$ cat config.mk
export PLATFORM = sky130hd
export DESIGN_NAME = miriscv_data_apb_bridge
export DESIGN_NICKNAME = d
export VERILOG_FILES = /design/src/rtl/miriscv_pkg.sv /design/src/rtl/miriscv_apb_pkg.sv /design/src/rtl/miriscv_apb_decoder.sv /design/src/rtl/miriscv_data_apb_bridge.sv
export SDC_FILE = /design/constraint.sdc
export NUM_CORES = 1
export LEC_CHECK = 0
export CORE_AREA = 2 2 134 136
export CTS_CLUSTER_DIAMETER = 40
export DETAILED_ROUTE_END_ITERATION = 8
export DIE_AREA = 0 0 136 138
export HOLD_SLACK_MARGIN = 0.1
export PLACE_DENSITY = 0.71
export REMOVE_ABC_BUFFERS = 1
export SYNTH_ARGS = -nofsm -noshare
export SYNTH_HDL_FRONTEND = slang
export SYNTH_SLANG_ARGS = --single-unit
$ cat constraint.sdc
create_clock -name clk_i -period 4.8 [get_ports clk_i]
set_input_delay 0.96 -clock clk_i [delete_from_list [all_inputs] [get_ports clk_i]]
set_output_delay 0.96 -clock clk_i [all_outputs]
set_load 0.05 [all_outputs]
$ cat src/rtl/miriscv_pkg.sv
// Core-wide constants shared by the miriscv data-side blocks.
//   XLEN : machine word width in bits
package miriscv_pkg;

  localparam int unsigned XLEN = 32;

endpackage

$ cat src/rtl/miriscv_apb_pkg.sv
// Types and address-map constants for the data-port APB bridge.
//   apb_state_e   : bridge FSM states
//   PERIPH_BIT    : address bit selecting the peripheral (APB) region
//   UART_IDX      : APB slave index of the UART
//   TIMER_IDX     : APB slave index of the timer
//   TIMEOUT_RDATA : read data returned when an APB access times out
//   sel_width()   : width of the slave-select field (never below 1)
package miriscv_apb_pkg;

  typedef enum logic [1:0] {
    IDLE,
    SETUP,
    ACCESS,
    RESP
  } apb_state_e;

  localparam int unsigned PERIPH_BIT = 31;
  localparam int unsigned UART_IDX   = 0;
  localparam int unsigned TIMER_IDX  = 1;

  localparam logic [miriscv_pkg::XLEN-1:0] TIMEOUT_RDATA = miriscv_pkg::XLEN'(32'hDEAD_BEEF);

  function automatic int unsigned sel_width(input int unsigned n);
    if (n > 1) begin
      return $clog2(n);
    end
    return 1;
  endfunction

endpackage

$ cat src/rtl/miriscv_apb_decoder.sv
// Combinational APB slave decoder.
//   addr      : in  full core address
//   idx       : out slave index taken from addr[SEL_LSB +: SEL_W]
//   idx_valid : out index maps to an existing slave
//   sel       : out one-hot slave select, all zero when idx is invalid
module miriscv_apb_decoder
  import miriscv_pkg::*;
  import miriscv_apb_pkg::*;
#(
  parameter int unsigned NUM_SLAVES = 2,
  parameter int unsigned SEL_LSB    = 12,
  parameter int unsigned SEL_W      = sel_width(NUM_SLAVES)
) (
  input  logic [XLEN-1:0]       addr,
  output logic [SEL_W-1:0]      idx,
  output logic                  idx_valid,
  output logic [NUM_SLAVES-1:0] sel
);

  // Only the select field is decoded; the rest of the address is ignored here.
  logic unused_addr;
  assign unused_addr = ^addr;

  always_comb begin
    idx       = addr[SEL_LSB +: SEL_W];
    idx_valid = (32'(idx) < NUM_SLAVES);
    sel       = idx_valid ? (NUM_SLAVES'(1) << idx) : '0;
  end

endmodule

$ cat src/rtl/miriscv_data_apb_bridge.sv
// Data-port bridge: addr[31]==0 goes straight to the RAM data port, addr[31]==1 runs an
// APB4 transfer (SETUP/ACCESS with PREADY wait states and PSLVERR). One rvalid per request.
// Optional feature macro: MIRISCV_APB_TIMEOUT_EN aborts an ACCESS phase after TIMEOUT_CYC
// cycles without PREADY, answering TIMEOUT_RDATA with err=1.
//   clk_i, arstn_i                 : clock, async active-low reset
//   data_*                         : core data port (req pulse in, rvalid/rdata/err out)
//   dmem_*                         : RAM data port (request fields wired from the core)
//   psel_o .. pstrb_o              : APB master outputs (address/data/strobe registered)
//   prdata_i, pready_i, pslverr_i  : per-slave APB responses
module miriscv_data_apb_bridge
  import miriscv_pkg::*;
  import miriscv_apb_pkg::*;
#(
  parameter int unsigned NUM_SLAVES  = 2,
  parameter int unsigned SEL_LSB     = 12,
  parameter int unsigned TIMEOUT_CYC = 255
) (
  input  logic                       clk_i,
  input  logic                       arstn_i,
  input  logic                       data_req_i,
  input  logic                       data_we_i,
  input  logic [XLEN/8-1:0]          data_be_i,
  input  logic [XLEN-1:0]            data_addr_i,
  input  logic [XLEN-1:0]            data_wdata_i,
  output logic                       data_rvalid_o,
  output logic [XLEN-1:0]            data_rdata_o,
  output logic                       data_err_o,
  output logic                       dmem_req_o,
  output logic                       dmem_we_o,
  output logic [XLEN/8-1:0]          dmem_be_o,
  output logic [XLEN-1:0]            dmem_addr_o,
  output logic [XLEN-1:0]            dmem_wdata_o,
  input  logic                       dmem_rvalid_i,
  input  logic [XLEN-1:0]            dmem_rdata_i,
  output logic [NUM_SLAVES-1:0]      psel_o,
  output logic                       penable_o,
  output logic                       pwrite_o,
  output logic [XLEN-1:0]            paddr_o,
  output logic [XLEN-1:0]            pwdata_o,
  output logic [XLEN/8-1:0]          pstrb_o,
  input  logic [NUM_SLAVES*XLEN-1:0] prdata_i,
  input  logic [NUM_SLAVES-1:0]      pready_i,
  input  logic [NUM_SLAVES-1:0]      pslverr_i
);

  localparam int unsigned SEL_W = sel_width(NUM_SLAVES);

  apb_state_e              state_q, state_d;
  logic [XLEN-1:0]         addr_q, addr_d;
  logic [XLEN-1:0]         wdata_q, wdata_d;
  logic [XLEN/8-1:0]       pstrb_q, pstrb_d;
  logic                    we_q, we_d;
  logic [SEL_W-1:0]        idx_q, idx_d;
  logic [NUM_SLAVES-1:0]   sel_q, sel_d;
  logic [XLEN-1:0]         rdata_q, rdata_d;
  logic                    err_q, err_d;

  logic [SEL_W-1:0]        dec_idx;
  logic                    dec_valid;
  logic [NUM_SLAVES-1:0]   dec_sel;
  logic                    accept;

  miriscv_apb_decoder #(
    .NUM_SLAVES (NUM_SLAVES),
    .SEL_LSB    (SEL_LSB),
    .SEL_W      (SEL_W)
  ) u_decoder (
    .addr      (data_addr_i),
    .idx       (dec_idx),
    .idx_valid (dec_valid),
    .sel       (dec_sel)
  );

  // RAM path is purely combinational.
  assign dmem_req_o   = data_req_i & ~data_addr_i[PERIPH_BIT];
  assign dmem_we_o    = data_we_i;
  assign dmem_be_o    = data_be_i;
  assign dmem_addr_o  = data_addr_i;
  assign dmem_wdata_o = data_wdata_i;

  // RESP is the last busy cycle, so a new request may already be taken there.
  assign accept = data_req_i & data_addr_i[PERIPH_BIT] & ((state_q == IDLE) | (state_q == RESP));

`ifdef MIRISCV_APB_TIMEOUT_EN
  localparam int unsigned CNT_W = ($clog2(TIMEOUT_CYC + 1) > 8) ? $clog2(TIMEOUT_CYC + 1) : 8;

  logic [CNT_W-1:0] cnt_q;
  logic             timeout;

  always_ff @(posedge clk_i or negedge arstn_i) begin
    if (!arstn_i) begin
      cnt_q <= '0;
    end else if (state_q == SETUP) begin
      cnt_q <= '0;
    end else if (state_q == ACCESS) begin
      cnt_q <= cnt_q + 1'b1;
    end
  end

  // Fires on the TIMEOUT_CYC-th ACCESS cycle that still has no PREADY.
  assign timeout = (cnt_q == CNT_W'(TIMEOUT_CYC - 1));
`else
  localparam int unsigned unused_timeout_cyc = TIMEOUT_CYC;
`endif

  always_comb begin
    state_d = state_q;
    addr_d  = addr_q;
    wdata_d = wdata_q;
    pstrb_d = pstrb_q;
    we_d    = we_q;
    idx_d   = idx_q;
    sel_d   = sel_q;
    rdata_d = rdata_q;
    err_d   = err_q;

    unique case (state_q)
      IDLE, RESP: begin
        state_d = IDLE;
        if (accept) begin
          addr_d  = data_addr_i;
          wdata_d = data_wdata_i;
          pstrb_d = data_we_i ? data_be_i : '0;
          we_d    = data_we_i;
          idx_d   = dec_idx;
          sel_d   = dec_sel;
          if (dec_valid) begin
            state_d = SETUP;
          end else begin
            // Unmapped slave: answer with an error and never touch the bus.
            state_d = RESP;
            rdata_d = '0;
            err_d   = 1'b1;
          end
        end
      end
      SETUP: begin
        state_d = ACCESS;
      end
      ACCESS: begin
        if (pready_i[idx_q]) begin
          state_d = RESP;
          rdata_d = we_q ? '0 : prdata_i[idx_q*XLEN +: XLEN];
          err_d   = pslverr_i[idx_q];
        end
`ifdef MIRISCV_APB_TIMEOUT_EN
        else if (timeout) begin
          state_d = RESP;
          rdata_d = TIMEOUT_RDATA;
          err_d   = 1'b1;
        end
`endif
      end
      default: state_d = IDLE;
    endcase
  end

  always_ff @(posedge clk_i or negedge arstn_i) begin
    if (!arstn_i) begin
      state_q <= IDLE;
      addr_q  <= '0;
      wdata_q <= '0;
      pstrb_q <= '0;
      we_q    <= 1'b0;
      idx_q   <= '0;
      sel_q   <= '0;
      rdata_q <= '0;
      err_q   <= 1'b0;
    end else begin
      state_q <= state_d;
      addr_q  <= addr_d;
      wdata_q <= wdata_d;
      pstrb_q <= pstrb_d;
      we_q    <= we_d;
      idx_q   <= idx_d;
      sel_q   <= sel_d;
      rdata_q <= rdata_d;
      err_q   <= err_d;
    end
  end

  always_comb begin
    psel_o    = ((state_q == SETUP) || (state_q == ACCESS)) ? sel_q : '0;
    penable_o = (state_q == ACCESS);
    pwrite_o  = we_q;
    paddr_o   = addr_q;
    pwdata_o  = wdata_q;
    pstrb_o   = pstrb_q;

    data_rvalid_o = dmem_rvalid_i | (state_q == RESP);
    data_err_o    = (state_q == RESP) & err_q;
    if (state_q == RESP) begin
      data_rdata_o = rdata_q;
    end else if (dmem_rvalid_i) begin
      data_rdata_o = dmem_rdata_i;
    end else begin
      data_rdata_o = '0;
    end
  end

  // The core must not issue a request while an APB transfer is in flight.
  assert property (@(posedge clk_i) disable iff (!arstn_i)
                   data_req_i |-> ((state_q == IDLE) || (state_q == RESP)));

  // RAM and APB responses never collide under the core protocol.
  assert property (@(posedge clk_i) disable iff (!arstn_i)
                   !(dmem_rvalid_i && (state_q == RESP)));

endmodule
==> results of run 1 <==
## how the worst max path moves through the flow
stage	to	slack [ns]	depth (start not counted)
2_1_floorplan	data_rdata_o[0]	1.23	3
3_3_place_gp	data_rdata_o[8]	0.98	5
3_5_place_dp	data_rdata_o[24]	0.92	5
4_1_cts	data_rdata_o[24]	0.92	5
5_1_grt	data_rdata_o[7]	0.84	5
6_report	data_rdata_o[24]	0.91	5
## through the flow
step	cell area [um^2]	worst slack [ns]	hold WS, ns	instances	util, %
after floorplan	4670	1.23	0.456	465	-
after CTS	8800	0.916	0.472	1065	50.2
after detailed placement	8500	0.920	0.455	1049	48.5
after global placement	8500	0.978	0.449	1049	48.5
final	8800	0.911	0.466	1065	50.2
after global routing	8800	0.837	0.493	1065	50.2
## per-layer routing
metal	vias to the layer above	global-route usage [%]	part of all wire [%]
met5	-	0	0
li1	2301	-	-
met3	16	4.51	8.5
met4	0	4.28	1.2
met1	2190	21.5	40
met2	217	31.7	50
## worst min-delay path: cells and delay by family, from the launching register on
kind | cells | cell delay (ns)
flip-flops | 1 | 0.34
AND/OR/NAND/NOR | 2 | 0.10
## cell usage after synthesis (all sizes together)
| cell | count | area [um^2] |
|---|---|---|
| nand2b | 1 | 6.26 |
| nor3 | 1 | 5.00 |
| a21oi | 3 | 15.0 |
| and3 | 1 | 6.26 |
| o21ai | 1 | 5.00 |
| nand3 | 5 | 25.0 |
| buf | 80 | 596 |
| nor2 | 32 | 120 |
| or2 | 2 | 12.5 |
| nand2 | 203 | 769 |
| clkbuf | 23 | 86.3 |
| a31oi | 1 | 6.26 |
| nor2b | 4 | 25.0 |
| mux2 | 33 | 375 |
| o21a | 1 | 7.51 |
| a22o | 31 | 272 |
| ha | 3 | 37.5 |
| inv | 3 | 11.3 |
| dfrtp | 105 | 2630 |
| mux2i | 34 | 340 |
| and2 | 1 | 6.26 |
## state kept, by name, indices dropped and copies added, names as in the netlist
name	flops
rdata_q	32
sel_q	1
paddr_o	32
err_q	1
state_q	2
pstrb_o	4
pwdata_o	32
pwrite_o	1
## power groups by stage
stage	clock (W)	sequential [W]	combinational [W]
floorplan	0	0.00245	0.00119
global placement	0	0.00153	0.00344
detailed placement	0	0.00155	0.00347
CTS	0.000769	0.00153	0.00348
global route	0.000803	0.00158	0.00363
finish	0.000737	0.00153	0.00343
## kinds of logic after synthesis
group	Yosys count	synth area share (%)
adder cells (fa/ha/maj)	3	0.701
multiplexers	67	13.4
buffers and inverters	106	12.9
AO/OA/AOI/OAI	37	5.70
AND/OR/NAND/NOR	250	18.2
flip-flops	105	49.1
## area by class of cell
class	count	area (um^2)	area share, %
clock inverter	6	66.3	0.754
inverter	3	11.3	0.128
timing repair buffer	355	3530	40.2
tap	229	287	3.26
clock buffer	10	229	2.60
multi-input combinational	357	2040	23.2
sequential	105	2630	29.9
==> metrics.md, run 1 <==
| Metric | Value |
|---|---|
| # DRC | `0` |
| Worst slew margin | `between 30% and 40%` |
| Clk sinks | `105` |
| CTS Root Cell | `clkbuf_16` |
| Mapped Avg Cell Area | `9.43 um^2` |
| Cell-by-cell trace of the critical path | `clkdlybuf4s50_1, nor2b_2, buf_4, a22o_1, clkdlybuf4s50_1` |
| Largest net degree at the start of global routing | `70` |
| Slowest CP cell | `clkdlybuf4s50_1` |
| Max incr delay on CP | `around 0.80 ns` |
| Clock Pin Slew Worst Setup and Hold Paths | `roughly 0.070 ns` |
| Post-DP HPWL | `13.0 mm` |
| Crit path max fanout | `31` |
| Sequential share of the synthesized area | `between 40% and 50%` |
| CTS tree | `built` |
| Fraction of layout cells with a size suffix above 1 | `between 3 and 4%` |
| Pwr/cell area | `between 600 and 700 nW/um^2` |
| First-pass GRT wire length | `26.2 mm` |
| Total CTS buffers | `9` |
| Final TNS setup | `0 ns` |
| WL final | `~17 mm` |
| Initial DRC Count | `~170` |
| Leakage Power | `approximately 4.0 nW` |
| Die Span Y | `between 100 and 150 um` |
| IO Pins | `roughly 350` |
| Clock Latency Late Sink | `approximately 0.35 ns` |
| Buffers on Ports | `roughly 350` |
| Synth cell types | `28` |
| WP buf/inv | `3` |
| Hold Buf Count CTS | `0` |
| Area Growth Syn to Fin | `64.3%` |
| RSZ-0062 raised after global routing | `false` |
| Initial antenna violation count | `0` |
| Syn Inst Count | `approximately 570` |
| RePlAce Congestion | `~0.75` |
| Final ANT Viol Nets | `0` |
| HP Class | `reg2reg` |
| Total core area | `about 18,000 um^2` |
| Yosys reg bits | `105` |
| Crit. End Element | `primary output` |
| Final Setup Violations | `0` |
| Clk pwr share | `12.9%` |
| Final Total Pwr | `around 0.0057 W` |
| Worst R2R End | `pwdata_o[15]` |
| Hold path depth | `2` |
| Max cap viols | `0` |
| Via Count | `roughly 4,700` |
| Period utilization | `roughly 81%` |
| Combinational share of power | `60.3%` |
| Slew Limit Fails | `0` |
| Reg2Reg Depth | `6` |
| DRT Pass-1 Iters | `4` |
| Sw Share | `about half` |
| R2R setup slack | `2.68 ns` |
| Routed vias/inst | `around 4.4` |
| Setup crit start kind | `primary input` |
| H-tree levels | `3` |
| CTS resizes | `0` |
| Maximum clock frequency | `roughly 260 MHz` |
| Num rows | `49` |
| Critical Path Source | `dmem_rvalid_i` |
| CTS Buffer Depth | `2` |
| Tmin final | `slightly below 4 ns` |
| Final #Nets | `about 1,000` |
| Diode count | `0` |
| Vias in the first global route | `between 4,000 and 5,000` |
| Reg power frac | `a little over a quarter` |
| Outcome | `completed` |
| Tightest Pin Transition | `between 0.9 and 1 ns` |
| Die Area | `between 15,000 and 20,000 um^2` |
| Origin of the critical flop-to-flop path | `state_q[0]` |
| P_int | `0.00290 W` |
| Hold wc startpoint | `pstrb_o[2]` |
| Most used cell, CP | `clkdlybuf4s50_1` |
| Wirelength per Cell | `roughly 16 um` |
| Die width | `136 um` |
| Crit Path Class | `in2out` |
| Worst EP arrival | `around 3 ns` |
| Max rail drop VDD | `0.286 mV` |
| Total global-route track usage | `17.9%` |
| Top delay family on crit path | `buffers and inverters` |
| Yosys synthesis warning count | `0` |
| Initial core utilization | `just over 30%` |
| Clk_skew | `between 0.01 and 0.015 ns` |
| Most common cell after layout, fill and taps aside | `clkdlybuf4s50_1` |
| Switching power | `roughly 0.0028 W` |
| WHS Endpoint | `pstrb_o[2]` |
| Final Hold Viols | `0` |
| Cell Area, Synth | `5360 um^2` |
| GRT overflow | `0` |
| Post-CTS Setup Inserts | `0` |
| Layout filler cell count | `~1,700` |
| Most frequent cells in the layout | `clkdlybuf4s50_1 (347), nand2_1 (202), dfrtp_1 (104), mux2i_1 (34), nor2_1 (32)` |
| Worst EP required | `around 3.8 ns` |
Power figures use the tool's default switching activity.
==> run 2, diff against run 1 <==
Settings changed: CORE_AREA 2 2 134 136 to 2 2 135 137, DIE_AREA 0 0 136 138 to 0 0 137 139, PLACE_DENSITY 0.71 to 0.72.
Clock period 4.8 ns to 3.2 ns, I/O delays scaled along.
==> run 2 against run 1 <==
Compared with the run above:
- final cell count up 0.56%
- power rose by 56%
- critical path type is now reg2out
- clock skew is 0.00061 ns lower
- clock power rose by 47%
- sequential power up 49%
- sequential share of layout area shrank 1.3 points
- sequential cell count unchanged
==> metrics.md, run 2 (synthesis results as in run 1) <==
| Metric | Value |
|---|---|
| Outcome | `completed` |
| Vias in the first global route | `4,906` |
| RePlAce Congestion | `between 0.7 and 0.8` |
| Max rail drop VDD | `0.531 mV` |
| GRT met3 Usage | `approximately 4.3%` |
| Total core area | `17,700 um^2` |
| Tmin final | `2.78 ns` |
| Via Count | `roughly 4,800` |
| Crit. End Element | `primary output` |
| Crit Path Class | `reg2out` |
| Diode count | `0` |
| Slowest CP cell | `clkdlybuf4s50_1` |
| Final #Nets | `approximately 1,000` |
| WP buf/inv | `2` |
| HP Class | `in2async` |
| Die Area | `roughly 19,000 um^2` |
| Final ANT Viol Nets | `0` |
| Die Span Y | `139 um` |
| Pwr/cell area | `between 900 and 1000 nW/um^2` |
| # DRC | `0` |
| Initial antenna violation count | `0` |
| Total CTS buffers | `9` |
| Top delay family on crit path | `buffers and inverters` |
| Grt met1 use | `between 20 and 25%` |
| Hold Buf Count CTS | `0` |
| Most frequent cells in the layout | `clkdlybuf4s50_1 (313), nand2_1 (202), dfrtp_1 (104), buf_12 (35), mux2i_1 (34)` |
| First-pass GRT wire length | `about 26 mm` |
| Crit path max fanout | `6` |
| Min Hold Slack | `around 0.23 ns` |
| CTS Root Cell | `clkbuf_16` |
| Worst EP arrival | `about 2.1 ns` |
| Fraction of layout cells with a size suffix above 1 | `under 10%` |
| Setup crit start kind | `flip-flop` |
| Post-DP HPWL | `approximately 13 mm` |
| Final Total Pwr | `approximately 0.009 W` |
| Die width | `between 100 and 150 um` |
| Clock Latency Late Sink | `0.35 ns` |
| Tightest Pin Transition | `between 0.6 and 0.7 ns` |
| Period utilization | `about 87%` |
| Area Growth Syn to Fin | `71.5%` |
| CTS resizes | `0` |
| Worst slew margin | `56.7%` |
| Leakage Power | `4.21 nW` |
| Initial core utilization | `around 30%` |
| Final Hold Viols | `0` |
| Maximum clock frequency | `between 300 and 400 MHz` |
| Buffers on Ports | `between 300 and 400` |
| Layout Utilization | `a little over half` |
| Routed vias/inst | `4.48` |
| Clock Pin Slew Worst Setup and Hold Paths | `around 0.080 ns` |
| Clk sinks | `105` |
| Origin of the critical flop-to-flop path | `state_q[1]` |
| Initial DRC Count | `between 100 and 150` |
| Clk_skew | `slightly above 0.01 ns` |
| R2R setup slack | `around 1.2 ns` |
| Slew Limit Fails | `0` |
| Max incr delay on CP | `0.83 ns` |
| DRT Pass-1 Iters | `4` |
| Layout filler cell count | `1,612` |
| H-tree levels | `3` |
| Num rows | `just under 50` |
| CTS Buffer Depth | `2` |
| Worst R2R End | `paddr_o[23]` |
| Final Setup Violations | `0` |
| Post-CTS Setup Inserts | `0` |
| Global route hottest layer | `met2` |
| Reg2Reg Depth | `5` |
| IO Pins | `between 300 and 400` |
| RSZ-0062 raised after global routing | `false` |
| Worst EP required | `2.56 ns` |
| Cell-by-cell trace of the critical path | `inv_1, ha_1, nor2b_1, clkdlybuf4s50_1` |
| Most common cell after layout, fill and taps aside | `clkdlybuf4s50_1` |
| Max cap viols | `0` |
| Routing usage on met2 | `31.8%` |
| Largest net degree at the start of global routing | `70` |
| Wirelength per Cell | `~16 um` |
| Total global-route track usage | `between 10% and 20%` |
| GRT overflow | `0` |
| WL final | `between 15 and 20 mm` |
| CTS tree | `built` |
==> run 2: cell types whose count changed in the layout (fill, tap and decap cells not counted), sizes merged <==
cell,change
bufinv,-1
clkdlybuf4s50,-34
buf,+40
clkinvlp,-2
clkbuf,-1
inv,+4
==> run 2: worst reg2reg max path, delay by kind of cell, from the launching register on <==
kind / cells / cell delay [ns]
adder cells (fa/ha/maj): 1 / 0.41
AND/OR/NAND/NOR: 3 / 0.80
buffers and inverters: 1 / 0.29
flip-flops: 1 / 0.42
==> run 2: through the flow <==
| stage | setup WS (ns) | cell area (um^2) | TNS [ns] | std cells |
|---|---|---|---|---|
| global placement | 0.486 | 8900 | 0 | 1055 |
| global route | 0.333 | 9190 | 0 | 1071 |
| CTS | 0.399 | 9190 | 0 | 1071 |
| detailed placement | 0.482 | 8900 | 0 | 1055 |
| finish | 0.425 | 9190 | 0 | 1071 |
| floorplan | -0.0522 | 4670 | -1.62 | 465 |
==> run 2: metal layers <==
metal  up-vias  routed length [um]
met5         -                   0
li1       2307                   -
met4         0                 297
met2       225                8790
met3        18                1490
met1      2248                6610
==> run 2: area by class of cell <==
| class | instances | area, um^2 | share of cell area, % |
|---|---|---|---|
| Clock buffer | 9 | 225 | 2.45 |
| Clock inverter | 7 | 58.8 | 0.640 |
| Inverter | 3 | 11.3 | 0.123 |
| Multi-Input combinational cell | 357 | 2040 | 22.2 |
| Sequential cell | 105 | 2630 | 28.6 |
| Tap cell | 229 | 287 | 3.12 |
| Timing Repair Buffer | 361 | 3930 | 42.8 |
==> run 2: worst max path at each step <==
stage / startpoint / end / slack [ns] / depth (start not counted)
after floorplan: state_q[1] / data_rdata_o[0] / -0.05 / 3
after global placement: data_req_i / dmem_req_o / 0.49 / 3
after detailed placement: data_we_i / dmem_we_o / 0.48 / 2
after CTS: state_q[0] / psel_o[0] / 0.40 / 4
after global routing: state_q[0] / psel_o[1] / 0.33 / 4
final: state_q[0] / psel_o[0] / 0.42 / 4
==> run 2: power by group <==
group / leakage [nW] / internal [W] / switching (W)
logic: 2.76 / 0.00211 / 0.00345
clock network: 0.139 / 0.000544 / 0.000533
registers: 1.31 / 0.00193 / 0.000342
total: 4.21 / 0.00458 / 0.00433
==> run 3, diff against run 2 <==
Settings changed: CAP_MARGIN set to 0, CTS_CLUSTER_DIAMETER 40 to not set.
==> results of run 3 <==
No change in the layout: final DEF, timing and power equal those of run 2.
